[src/rtl/acc_spi_reader_if.sv]
// SPI pins to the ADXL362 plus the sample outputs that feed the AHB system.
interface acc_spi_reader_if;
  logic        spi_miso;
  logic        spi_sclk;
  logic        spi_mosi;
  logic        spi_cs_n;
  logic [11:0] x_acc;
  logic [11:0] y_acc;
  logic [11:0] z_acc;
  logic        acc_valid;
  logic        init_done;

  modport master (
    input  spi_miso,
    output spi_sclk, spi_mosi, spi_cs_n,
    output x_acc, y_acc, z_acc, acc_valid, init_done
  );

  modport slave (
    output spi_miso,
    input  spi_sclk, spi_mosi, spi_cs_n,
    input  x_acc, y_acc, z_acc, acc_valid, init_done
  );
endinterface

[src/rtl/acc_spi_reader.sv]
// ADXL362 SPI master: powers the sensor into measure mode, then burst-reads X/Y/Z every SAMPLE_PERIOD.
// state   | meaning
// STARTUP | sensor power-up wait after reset
// CFG     | 3-byte POWER_CTL write (measure mode)
// GAP     | CS held high between frames
// IDLE    | waiting for a pending sample request
// RD      | 8-byte burst read of XL..ZH
// UPD     | load x/y/z outputs, pulse acc_valid
module acc_spi_reader #(
  parameter int CLK_DIV       = 25,
  parameter int SAMPLE_PERIOD = 500000,
  parameter int STARTUP_WAIT  = 2500000
) (
  input logic              HCLK,
  input logic              HRESETn,
  acc_spi_reader_if.master bus
);
  localparam int DW = $clog2(2 * CLK_DIV);
  localparam int SW = $clog2(STARTUP_WAIT + 1);
  localparam int PW = $clog2(SAMPLE_PERIOD + 1);

  localparam logic [DW-1:0] HALF_LAST   = DW'(CLK_DIV - 1);
  localparam logic [DW-1:0] GAP_LAST    = DW'(2 * CLK_DIV - 1);
  localparam logic [SW-1:0] START_LAST  = SW'(STARTUP_WAIT - 1);
  localparam logic [PW-1:0] PERIOD_LAST = PW'(SAMPLE_PERIOD - 1);

  localparam logic [63:0] CFG_FRAME = {8'h0A, 8'h2D, 8'h02, 40'h0};
  localparam logic [63:0] RD_FRAME  = {8'h0B, 8'h0E, 48'h0};

  localparam logic [2:0] ST_STARTUP = 3'd0;
  localparam logic [2:0] ST_CFG     = 3'd1;
  localparam logic [2:0] ST_GAP     = 3'd2;
  localparam logic [2:0] ST_IDLE    = 3'd3;
  localparam logic [2:0] ST_RD      = 3'd4;
  localparam logic [2:0] ST_UPD     = 3'd5;

  localparam logic [1:0] PH_SETUP = 2'd0;
  localparam logic [1:0] PH_LO    = 2'd1;
  localparam logic [1:0] PH_HI    = 2'd2;
  localparam logic [1:0] PH_HOLD  = 2'd3;

  logic [2:0]    state;
  logic [1:0]    phase;
  logic [DW-1:0] div_cnt;
  logic [5:0]    bit_cnt;
  logic [63:0]   tx_sr;
  logic [6:0]    rx_byte;
  logic [7:0]    rx_full;
  logic [7:0]    x_lo, y_lo, z_lo;
  logic [3:0]    x_hi, y_hi, z_hi;
  logic [SW-1:0] st_cnt;
  logic [PW-1:0] tmr;
  logic          pending;
  logic          tick;
  logic          rd_enter;
  logic          cs_n, sclk, mosi;
  logic [11:0]   x_acc, y_acc, z_acc;
  logic          acc_valid, init_done;

  assign bus.spi_cs_n  = cs_n;
  assign bus.spi_sclk  = sclk;
  assign bus.spi_mosi  = mosi;
  assign bus.x_acc     = x_acc;
  assign bus.y_acc     = y_acc;
  assign bus.z_acc     = z_acc;
  assign bus.acc_valid = acc_valid;
  assign bus.init_done = init_done;

  assign rx_full  = {rx_byte, bus.spi_miso};
  assign tick     = init_done && (tmr == PERIOD_LAST);
  assign rd_enter = (state == ST_IDLE) && pending;

  // A wrap coinciding with RD entry wins, so that request is not lost.
  always_ff @(posedge HCLK or negedge HRESETn) begin
    if (!HRESETn) begin
      tmr     <= '0;
      pending <= 1'b0;
    end else begin
      if (init_done) tmr <= tick ? '0 : tmr + PW'(1);
      pending <= tick | (pending & ~rd_enter);
    end
  end

  always_ff @(posedge HCLK or negedge HRESETn) begin
    if (!HRESETn) begin
      state     <= ST_STARTUP;
      phase     <= PH_SETUP;
      div_cnt   <= '0;
      bit_cnt   <= '0;
      tx_sr     <= '0;
      rx_byte   <= '0;
      x_lo      <= '0;
      y_lo      <= '0;
      z_lo      <= '0;
      x_hi      <= '0;
      y_hi      <= '0;
      z_hi      <= '0;
      st_cnt    <= '0;
      cs_n      <= 1'b1;
      sclk      <= 1'b0;
      mosi      <= 1'b0;
      x_acc     <= '0;
      y_acc     <= '0;
      z_acc     <= '0;
      acc_valid <= 1'b0;
      init_done <= 1'b0;
    end else begin
      acc_valid <= 1'b0;
      case (state)
        ST_STARTUP: begin
          if (st_cnt == START_LAST) begin
            state   <= ST_CFG;
            cs_n    <= 1'b0;
            phase   <= PH_SETUP;
            div_cnt <= HALF_LAST;
            bit_cnt <= 6'd23;
            tx_sr   <= CFG_FRAME;
          end else begin
            st_cnt <= st_cnt + SW'(1);
          end
        end
        ST_CFG, ST_RD: begin
          if (div_cnt != '0) begin
            div_cnt <= div_cnt - DW'(1);
          end else begin
            div_cnt <= HALF_LAST;
            case (phase)
              PH_SETUP: begin
                phase <= PH_LO;
                mosi  <= tx_sr[63];
                tx_sr <= {tx_sr[62:0], 1'b0};
              end
              PH_LO: begin
                phase   <= PH_HI;
                sclk    <= 1'b1;
                rx_byte <= rx_full[6:0];
                // bit_cnt[5:3] counts bytes down: 5..0 are XL, XH, YL, YH, ZL, ZH
                if (state == ST_RD && bit_cnt[2:0] == 3'd0) begin
                  case (bit_cnt[5:3])
                    3'd5:    x_lo <= rx_full;
                    3'd4:    x_hi <= rx_full[3:0];
                    3'd3:    y_lo <= rx_full;
                    3'd2:    y_hi <= rx_full[3:0];
                    3'd1:    z_lo <= rx_full;
                    3'd0:    z_hi <= rx_full[3:0];
                    default: ;
                  endcase
                end
              end
              PH_HI: begin
                sclk <= 1'b0;
                if (bit_cnt == '0) begin
                  phase <= PH_HOLD;
                end else begin
                  phase   <= PH_LO;
                  bit_cnt <= bit_cnt - 6'd1;
                  mosi    <= tx_sr[63];
                  tx_sr   <= {tx_sr[62:0], 1'b0};
                end
              end
              PH_HOLD: begin
                cs_n <= 1'b1;
                mosi <= 1'b0;
                if (state == ST_CFG) begin
                  init_done <= 1'b1;
                  state     <= ST_GAP;
                  div_cnt   <= GAP_LAST;
                end else begin
                  state     <= ST_UPD;
                  x_acc     <= {x_hi, x_lo};
                  y_acc     <= {y_hi, y_lo};
                  z_acc     <= {z_hi, z_lo};
                  acc_valid <= 1'b1;
                end
              end
              default: phase <= PH_SETUP;
            endcase
          end
        end
        ST_UPD: begin
          state   <= ST_GAP;
          div_cnt <= GAP_LAST;
        end
        ST_GAP: begin
          if (div_cnt == '0) state <= ST_IDLE;
          else               div_cnt <= div_cnt - DW'(1);
        end
        ST_IDLE: begin
          if (pending) begin
            state   <= ST_RD;
            cs_n    <= 1'b0;
            phase   <= PH_SETUP;
            div_cnt <= HALF_LAST;
            bit_cnt <= 6'd63;
            tx_sr   <= RD_FRAME;
          end
        end
        default: state <= ST_STARTUP;
      endcase
    end
  end
endmodule

[src/flat_wrapper.sv]
// flat-port wrapper written by rule: the top's interface ports become plain ports
module acc_spi_reader_flat 
#(
  parameter int CLK_DIV       = 25,
  parameter int SAMPLE_PERIOD = 500000,
  parameter int STARTUP_WAIT  = 2500000
)
  (HCLK, HRESETn, bus_spi_miso, bus_spi_sclk, bus_spi_mosi, bus_spi_cs_n, bus_x_acc, bus_y_acc, bus_z_acc, bus_acc_valid, bus_init_done);
  acc_spi_reader_if bus_i ();
  input logic HCLK;
  input logic HRESETn;
  input wire logic [$bits(bus_i.spi_miso)-1:0] bus_spi_miso;
  output wire logic [$bits(bus_i.spi_sclk)-1:0] bus_spi_sclk;
  output wire logic [$bits(bus_i.spi_mosi)-1:0] bus_spi_mosi;
  output wire logic [$bits(bus_i.spi_cs_n)-1:0] bus_spi_cs_n;
  output wire logic [$bits(bus_i.x_acc)-1:0] bus_x_acc;
  output wire logic [$bits(bus_i.y_acc)-1:0] bus_y_acc;
  output wire logic [$bits(bus_i.z_acc)-1:0] bus_z_acc;
  output wire logic [$bits(bus_i.acc_valid)-1:0] bus_acc_valid;
  output wire logic [$bits(bus_i.init_done)-1:0] bus_init_done;
  assign bus_i.spi_miso = bus_spi_miso;
  assign bus_spi_sclk = bus_i.spi_sclk;
  assign bus_spi_mosi = bus_i.spi_mosi;
  assign bus_spi_cs_n = bus_i.spi_cs_n;
  assign bus_x_acc = bus_i.x_acc;
  assign bus_y_acc = bus_i.y_acc;
  assign bus_z_acc = bus_i.z_acc;
  assign bus_acc_valid = bus_i.acc_valid;
  assign bus_init_done = bus_i.init_done;
  acc_spi_reader #(.CLK_DIV(CLK_DIV), .SAMPLE_PERIOD(SAMPLE_PERIOD), .STARTUP_WAIT(STARTUP_WAIT)) u_core (.HCLK(HCLK), .HRESETn(HRESETn), .bus(bus_i));
endmodule
[config.mk]
export PLATFORM = sky130hd
export DESIGN_NAME = acc_spi_reader_flat
export DESIGN_NICKNAME = d
export VERILOG_FILES = /design/src/rtl/acc_spi_reader_if.sv /design/src/rtl/acc_spi_reader.sv /design/src/flat_wrapper.sv
export SDC_FILE = /design/constraint.sdc
export NUM_CORES = 1
export LEC_CHECK = 0
export ABC_AREA = 1
export CAP_MARGIN = 20
export CORE_ASPECT_RATIO = 0.7
export CORE_UTILIZATION = 45
export DETAILED_ROUTE_END_ITERATION = 8
export SETUP_SLACK_MARGIN = 0.2
export SLEW_MARGIN = 25
export SYNTH_ARGS = -nofsm -noshare
export SYNTH_HDL_FRONTEND = slang
export SYNTH_SLANG_ARGS = --single-unit
[constraint.sdc]
create_clock -name HCLK -period 2.5 [get_ports HCLK]
set_input_delay 0.5 -clock HCLK [delete_from_list [all_inputs] [get_ports HCLK]]
set_output_delay 0.5 -clock HCLK [all_outputs]
set_load 0.02 [all_outputs]
Word level (Yosys, flattened, before mapping)
Index checks and enable logic that the tools add are counted.
Storage, ports and cells
  output and inout bits: 41
  input bits: 3
  register bits after elaboration: 207
  word-level logic and storage cells: 138
Operators by class
  $add $sub $neg: 4
  muxes and demuxes: 45
  bitwise gates (word level): 6
  reduce and logical (&&, ||, !) cells: 33
  equal/unequal tests: 27
Operators by type and width (count)
  two-way mux 64 bit: 4
  one-hot mux 64 bit (3 select lines): 1
  one-hot mux 64 bit (2 select lines): 1
  two-way mux 6 bit: 11
  AND reduction 5 bit: 9
  one-hot mux 6 bit (5 select lines): 1
  adder 22 x 1 -> 22 bit (second input constant): 1
  equality test 22 bit (second input constant): 1
  adder 19 x 1 -> 19 bit (second input constant): 1
  equality test 19 bit (second input constant): 1
  two-way mux 19 bit: 1
  two-way mux 3 bit: 6
  one-hot mux 6 bit (3 select lines): 1
  AND reduction 4 bit: 4
  one-hot mux 3 bit (5 select lines): 1
  equality test 3 x 2 -> 1 bit (second input constant): 4
  equality test 3 bit (second input constant): 4
  logical NOT 6 bit: 2
  one-hot mux 2 bit (3 select lines): 2
  AND reduction 6 bit: 2
  subtractor 6 x 1 -> 6 bit (second input constant): 2
  inequality test 2 bit (second input constant): 5
  logical NOT 3 bit: 3
  two-way mux 1 bit: 9
  21 further kinds: 38

Depth between registers and ports, before layout
  depth after elaboration: 5
  gate-level depth with buffers: 11
  gate-level depth less buffers: 10

Worst setup path after synthesis
OpenSTA, ideal clock, no wires.
  kind: reg-to-reg
  start: reg u_core.st_cnt[0]
  end: reg u_core.tx_sr[43]
  clock period less this slack: 1751 ps
  arrival time: 1685 ps
  path buffers: 2
  setup slack: 749 ps
  required time: 2434 ps
  cell stages (with the launch flop): 10
  library setup time: 66 ps
  path through: dfrtp_1 > ha_1 > nand3_1 > nor2_1 > nand3_1 > nand2_1 > buf_2 > buf_2 > nand4_1 > nand2_1
On the way
  longest elaborated chain between the ends: 3
Ends and longest elaborated chain
  from (decl): RTL line acc_spi_reader.sv:51  | logic [SW-1:0] st_cnt;
  from (signal assigned): RTL line acc_spi_reader.sv:119  | st_cnt <= st_cnt + SW'(1);
  equality test 22 bit: RTL line acc_spi_reader.sv:111  | if (st_cnt == START_LAST) begin
  inequality test 2 x 1 -> 1 bit (no line)
  AND reduction 6 bit (no line)
  to (signal assigned): RTL line acc_spi_reader.sv:131  | tx_sr <= {tx_sr[62:0], 1'b0};
  to (signal assigned): RTL line acc_spi_reader.sv:158  | tx_sr <= {tx_sr[62:0], 1'b0};
  to (decl): RTL line acc_spi_reader.sv:46  | logic [63:0] tx_sr;
Every way passes these cells.
A chain may end at the register's enable or synchronous reset.

Worst setup path after layout
  start: reg u_core.state[0]
  end: reg u_core.y_hi[2]
On the way
  longest elaborated chain between the ends: 3
  elaborated cells between the ends (all ways): 5
  those cells by class: eq/ne: 2; reduce/logical: 3
Ends and longest elaborated chain
  from (decl): RTL line acc_spi_reader.sv:42  | logic [2:0] state;
  from (signal assigned): RTL line acc_spi_reader.sv:86  | state <= ST_STARTUP;
  from (signal assigned): RTL line acc_spi_reader.sv:112  | state <= ST_CFG;
  from (signal assigned): RTL line acc_spi_reader.sv:166  | state <= ST_GAP;
  equality test 3 x 1 -> 1 bit / equality test 3 bit (equally long branches): RTL line acc_spi_reader.sv:109, acc_spi_reader.sv:138
  OR reduction 2 bit / logical AND 1 bit (equally long branches): RTL line acc_spi_reader.sv:109, acc_spi_reader.sv:138
  AND reduction 5 bit (no line) (*)
  to (signal assigned): RTL line acc_spi_reader.sv:143  | 3'd2: y_hi <= rx_full[3:0];
  to (decl): RTL line acc_spi_reader.sv:50  | logic [3:0] x_hi, y_hi, z_hi;
Mark *: on every way between the ends. The rest lies on a longest branch, timed or not.

==> results_dict.tcl <==
set metrics [dict create \
    clk_path_buf_depth 2 \
    clk_pin_slew_ps 70 \
    cp_max_fo 13 \
    worstPathArrival_ps 2380 \
    synth-seq-area-share_pct 50.7 \
    crit_top_cell "nand2_2" \
    wl_per_cell_um 13.5 \
    netlist.area_leader.share_pct 50.4 \
    die_w_um 163 \
    netlist.top_cell.by_area "dfrtp_1" \
    critPathRequiredTime_ps 2790 \
    tightest_slew_ps 538 \
    fin_crit_ps 2090 \
    viasPerCell 5.01 \
    synth-xor-area-share_pct 2.03 \
    seqCellArea_sq_mm 0.00416 \
    grt-ovfl-total 0 \
    core_area_sq_mm 0.0175 \
    syn_inst 1046 \
    critPathKind "flop to flop" \
    start_util_pct 46.9 \
    n_antenna_cell 0 \
    synth.distinct_cells 29 \
    synth.avg_cell_area_sq_um 7.83 \
    crit_buf_inv 1 \
    synth_seq_cells 166 \
    cts_sinks 166 \
    cp_cell_sequence "nor2_1, nand2_2, nand2_2, inv_2, nor2_2, nand4_1, nand2_1, o21ai_0" \
    fin_crit_sh_pct 83.7 \
    ant_nets 0 \
    slew_viol_final 0 \
    ys_top_cells_by_area "dfrtp_1 50%, nand2_1 16%, inv_1 5.8%" \
    finalSetupTns_ps 0 \
    power_w 0.00534 \
    synth_warnings 0 \
    dp_cells 1310 \
    rsz0062_at_grt "no" \
    root_buffer "clkbuf_16" \
    syn_nets 1060 \
    critPathTopFamily "simple AND/OR/NAND/NOR gates" \
    dp_hpwl_um 12500 \
    via_count 6722 \
    nets 1112 \
    cts_buffers 17 \
    hp-class "input pin to asynchronous set/reset pin" \
    vdd_drop_max_uv 365 \
    grt_pass1_wl_um 30800 \
    outcome "completed" \
    numPortBuffers 43 \
    slowest_delay_ps 440 \
    wl_um 18100 \
    leakagePower_nw 4.45 \
    rows 40 \
    clkLatencyLatePin_ps 430 \
    grt_max_degree 74 \
    cts_tree "yes" \
    post_cts_buffers 0 \
    drive_above_1_share_pct 7.11 \
    drcViolationCount 0 \
    dieArea_sq_mm 0.0188 \
    first_global_vias 6145 \
    fillers 1638 \
    io_pins 44 \
    slew_headroom_pct 63.9 \
    grt_usage_pct 20.8 \
    slowest_stage "dfrtp_1" \
    netlist_area_sq_mm 0.00819 \
    antenna_found_initial 0 \
    drt_iter0_markers 500 \
    synth_top_family_by_area "simple AND/OR/NAND/NOR gates" \
    gp_congestion 0.902 \
    synth_compound_area_share_pct 7.52 \
    synthSimpleGateAreaFrac_pct 30.0 \
    drt_first_pass_iters 5 \
    critPathLaunchType "flop" \
    powerDensity_mw_per_mm2 560 \
    hold_viol 0 \
    synth_fa_ha_area_share_pct 1.68 \
    die_y_um 115 \
    fmax_mhz 478 \
    fin_worst_skew_ps 11.2 \
    cts_htree_levels 4 \
    end_kind "flop" \
    multi_input_area_sq_mm 0.00339 \
    synth.area.mux_share_pct 0 \
    final-setup-viol-count 0 \
    timing.max_cap.violations 0 \
    final_cells 1342 \
    areaGrowthSynthToFinish_pct 16.5 \
]
[synth_stat cells, drive strengths merged]
cell type  instances
nor3              29
o211a              1
buf               24
dfrtp            165
nand3b             5
ha                11
nor2              81
inv              130
nand3             52
dfstp              1
a31oi              2
a21o               1
o21ai            106
a21oi             11
nand4             55
xor2              17
xnor2              2
clkbuf             8
or2                4
nand2            341
[cells in the final DEF, fill, tap and decap left out, types with 2 or more instances in the layout]
cell type | Yosys | routed
xnor2_1 | 2 | 2
dfrtp_1 | 165 | 165
buf_4 | 0 | 19
clkbuf_8 | 0 | 3
inv_6 | 0 | 3
a31oi_1 | 2 | 2
nand4_2 | 4 | 4
nand2_2 | 2 | 3
nand3_2 | 2 | 2
nand3b_1 | 5 | 5
buf_12 | 0 | 3
clkinvlp_4 | 0 | 3
inv_1 | 127 | 127
o21ai_1 | 76 | 76
nor3_1 | 27 | 27
clkbuf_16 | 0 | 17
clkinv_2 | 0 | 2
clkinv_4 | 0 | 2
inv_2 | 3 | 3
a21oi_1 | 11 | 11
nand2_1 | 339 | 338
nand3_1 | 50 | 50
nor2_1 | 78 | 77
or2_2 | 4 | 4
o21ai_0 | 30 | 30
ha_1 | 11 | 10
xor2_1 | 17 | 17
nor2_2 | 2 | 3
clkdlybuf4s50_1 | 0 | 42
nand4_1 | 51 | 51
[registers in the layout (all words and copies together), names as in the netlist, 8 cells and up]
register	flops
u_core.x_lo	8
u_core.st_cnt	22
u_core.bus.x_acc	12
u_core.tmr	19
u_core.bus.y_acc	12
u_core.bus.z_acc	12
u_core.z_lo	8
u_core.y_lo	8
u_core.tx_sr	23
[kinds of logic (layout without fill, tap and decap cells)]
logic type      Yosys count  in the layout
buf+inv                 162            227
simple gates            567            567
compound gates          121            121
xor+xnor                 19             19
fa+ha+maj                11             11
flops                   166            166
[worst register-to-register path: stages, from the launching register on]
cell	delay, ps
dfrtp_1	440
nor2_1	160
nand2_2	130
nand2_2	260
inv_2	100
nor2_2	220
nand4_1	370
nand2_1	180
o21ai_0	110
[layer usage]
| layer | global-route usage (%) | up-vias | part of all wire, % |
|---|---|---|---|
| met5 | 0 | - | 0 |
| met4 | 6.04 | 0 | 0.96 |
| met3 | 3.86 | 11 | 4.4 |
| met2 | 29.2 | 151 | 41 |
| met1 | 32.4 | 3101 | 54 |
| li1 | - | 3459 | - |
[final timing paths]
kind / cells past startpoint / to / slack, ps / from
worst min register to register: 2 / u_core.tx_sr[50] / 470 / u_core.tx_sr[50]
worst max register to register: 8 / u_core.y_hi[2] / 410 / u_core.state[0]
worst max-delay path: 8 / u_core.y_hi[2] / 410 / u_core.state[0]
min in group HCLK: 2 / u_core.tx_sr[50] / 470 / u_core.tx_sr[50]
max in group asynchronous: 2 / u_core.bus.x_acc[11] / 1810 / HRESETn
worst min-delay path: 1 / u_core.tmr[11] / 30 / HRESETn
[where the power goes]
group / switching, W / internal [W] / total [W]
logic: 0.0000551 / 0.0000124 / 0.0000674
clock network: 0.00113 / 0.00147 / 0.00259
registers: 0 / 0.00269 / 0.00269
total: 0.00118 / 0.00416 / 0.00534
[final cells by class]
cell class | instances | share of cell area [%]
Sequential cell | 166 | 43.5
Multi-Input combinational cell | 718 | 35.5
Timing Repair Buffer | 65 | 6.65
Inverter | 130 | 5.11
Clock buffer | 20 | 4.89
Tap cell | 231 | 3.03
Clock inverter | 12 | 1.23
[per-stage QoR]
| step | area (sq um) | worst slack [ps] | util (%) | hold slack, ps |
|---|---|---|---|---|
| after CTS | 9540 | 278 | 54.6 | 35.9 |
| after global routing | 9540 | 205 | 54.6 | 56.5 |
| after detailed placement | 8950 | 307 | 51.2 | 456 |
| after floorplan | 8190 | 749 | - | 204 |
| final | 9540 | 408 | 54.6 | 26.5 |
| after global placement | 8950 | 408 | 51.2 | 447 |
[what timing repair did]
| action | 4_1_cts | 5_1_grt |
|---|---|---|
| gates resized for setup | 0 | 3 |
| hold buffers | 0 | 0 |
| endpoints found under the setup margin | 0 | 15 |
Note: power is estimated with default switching activity, not from simulation.
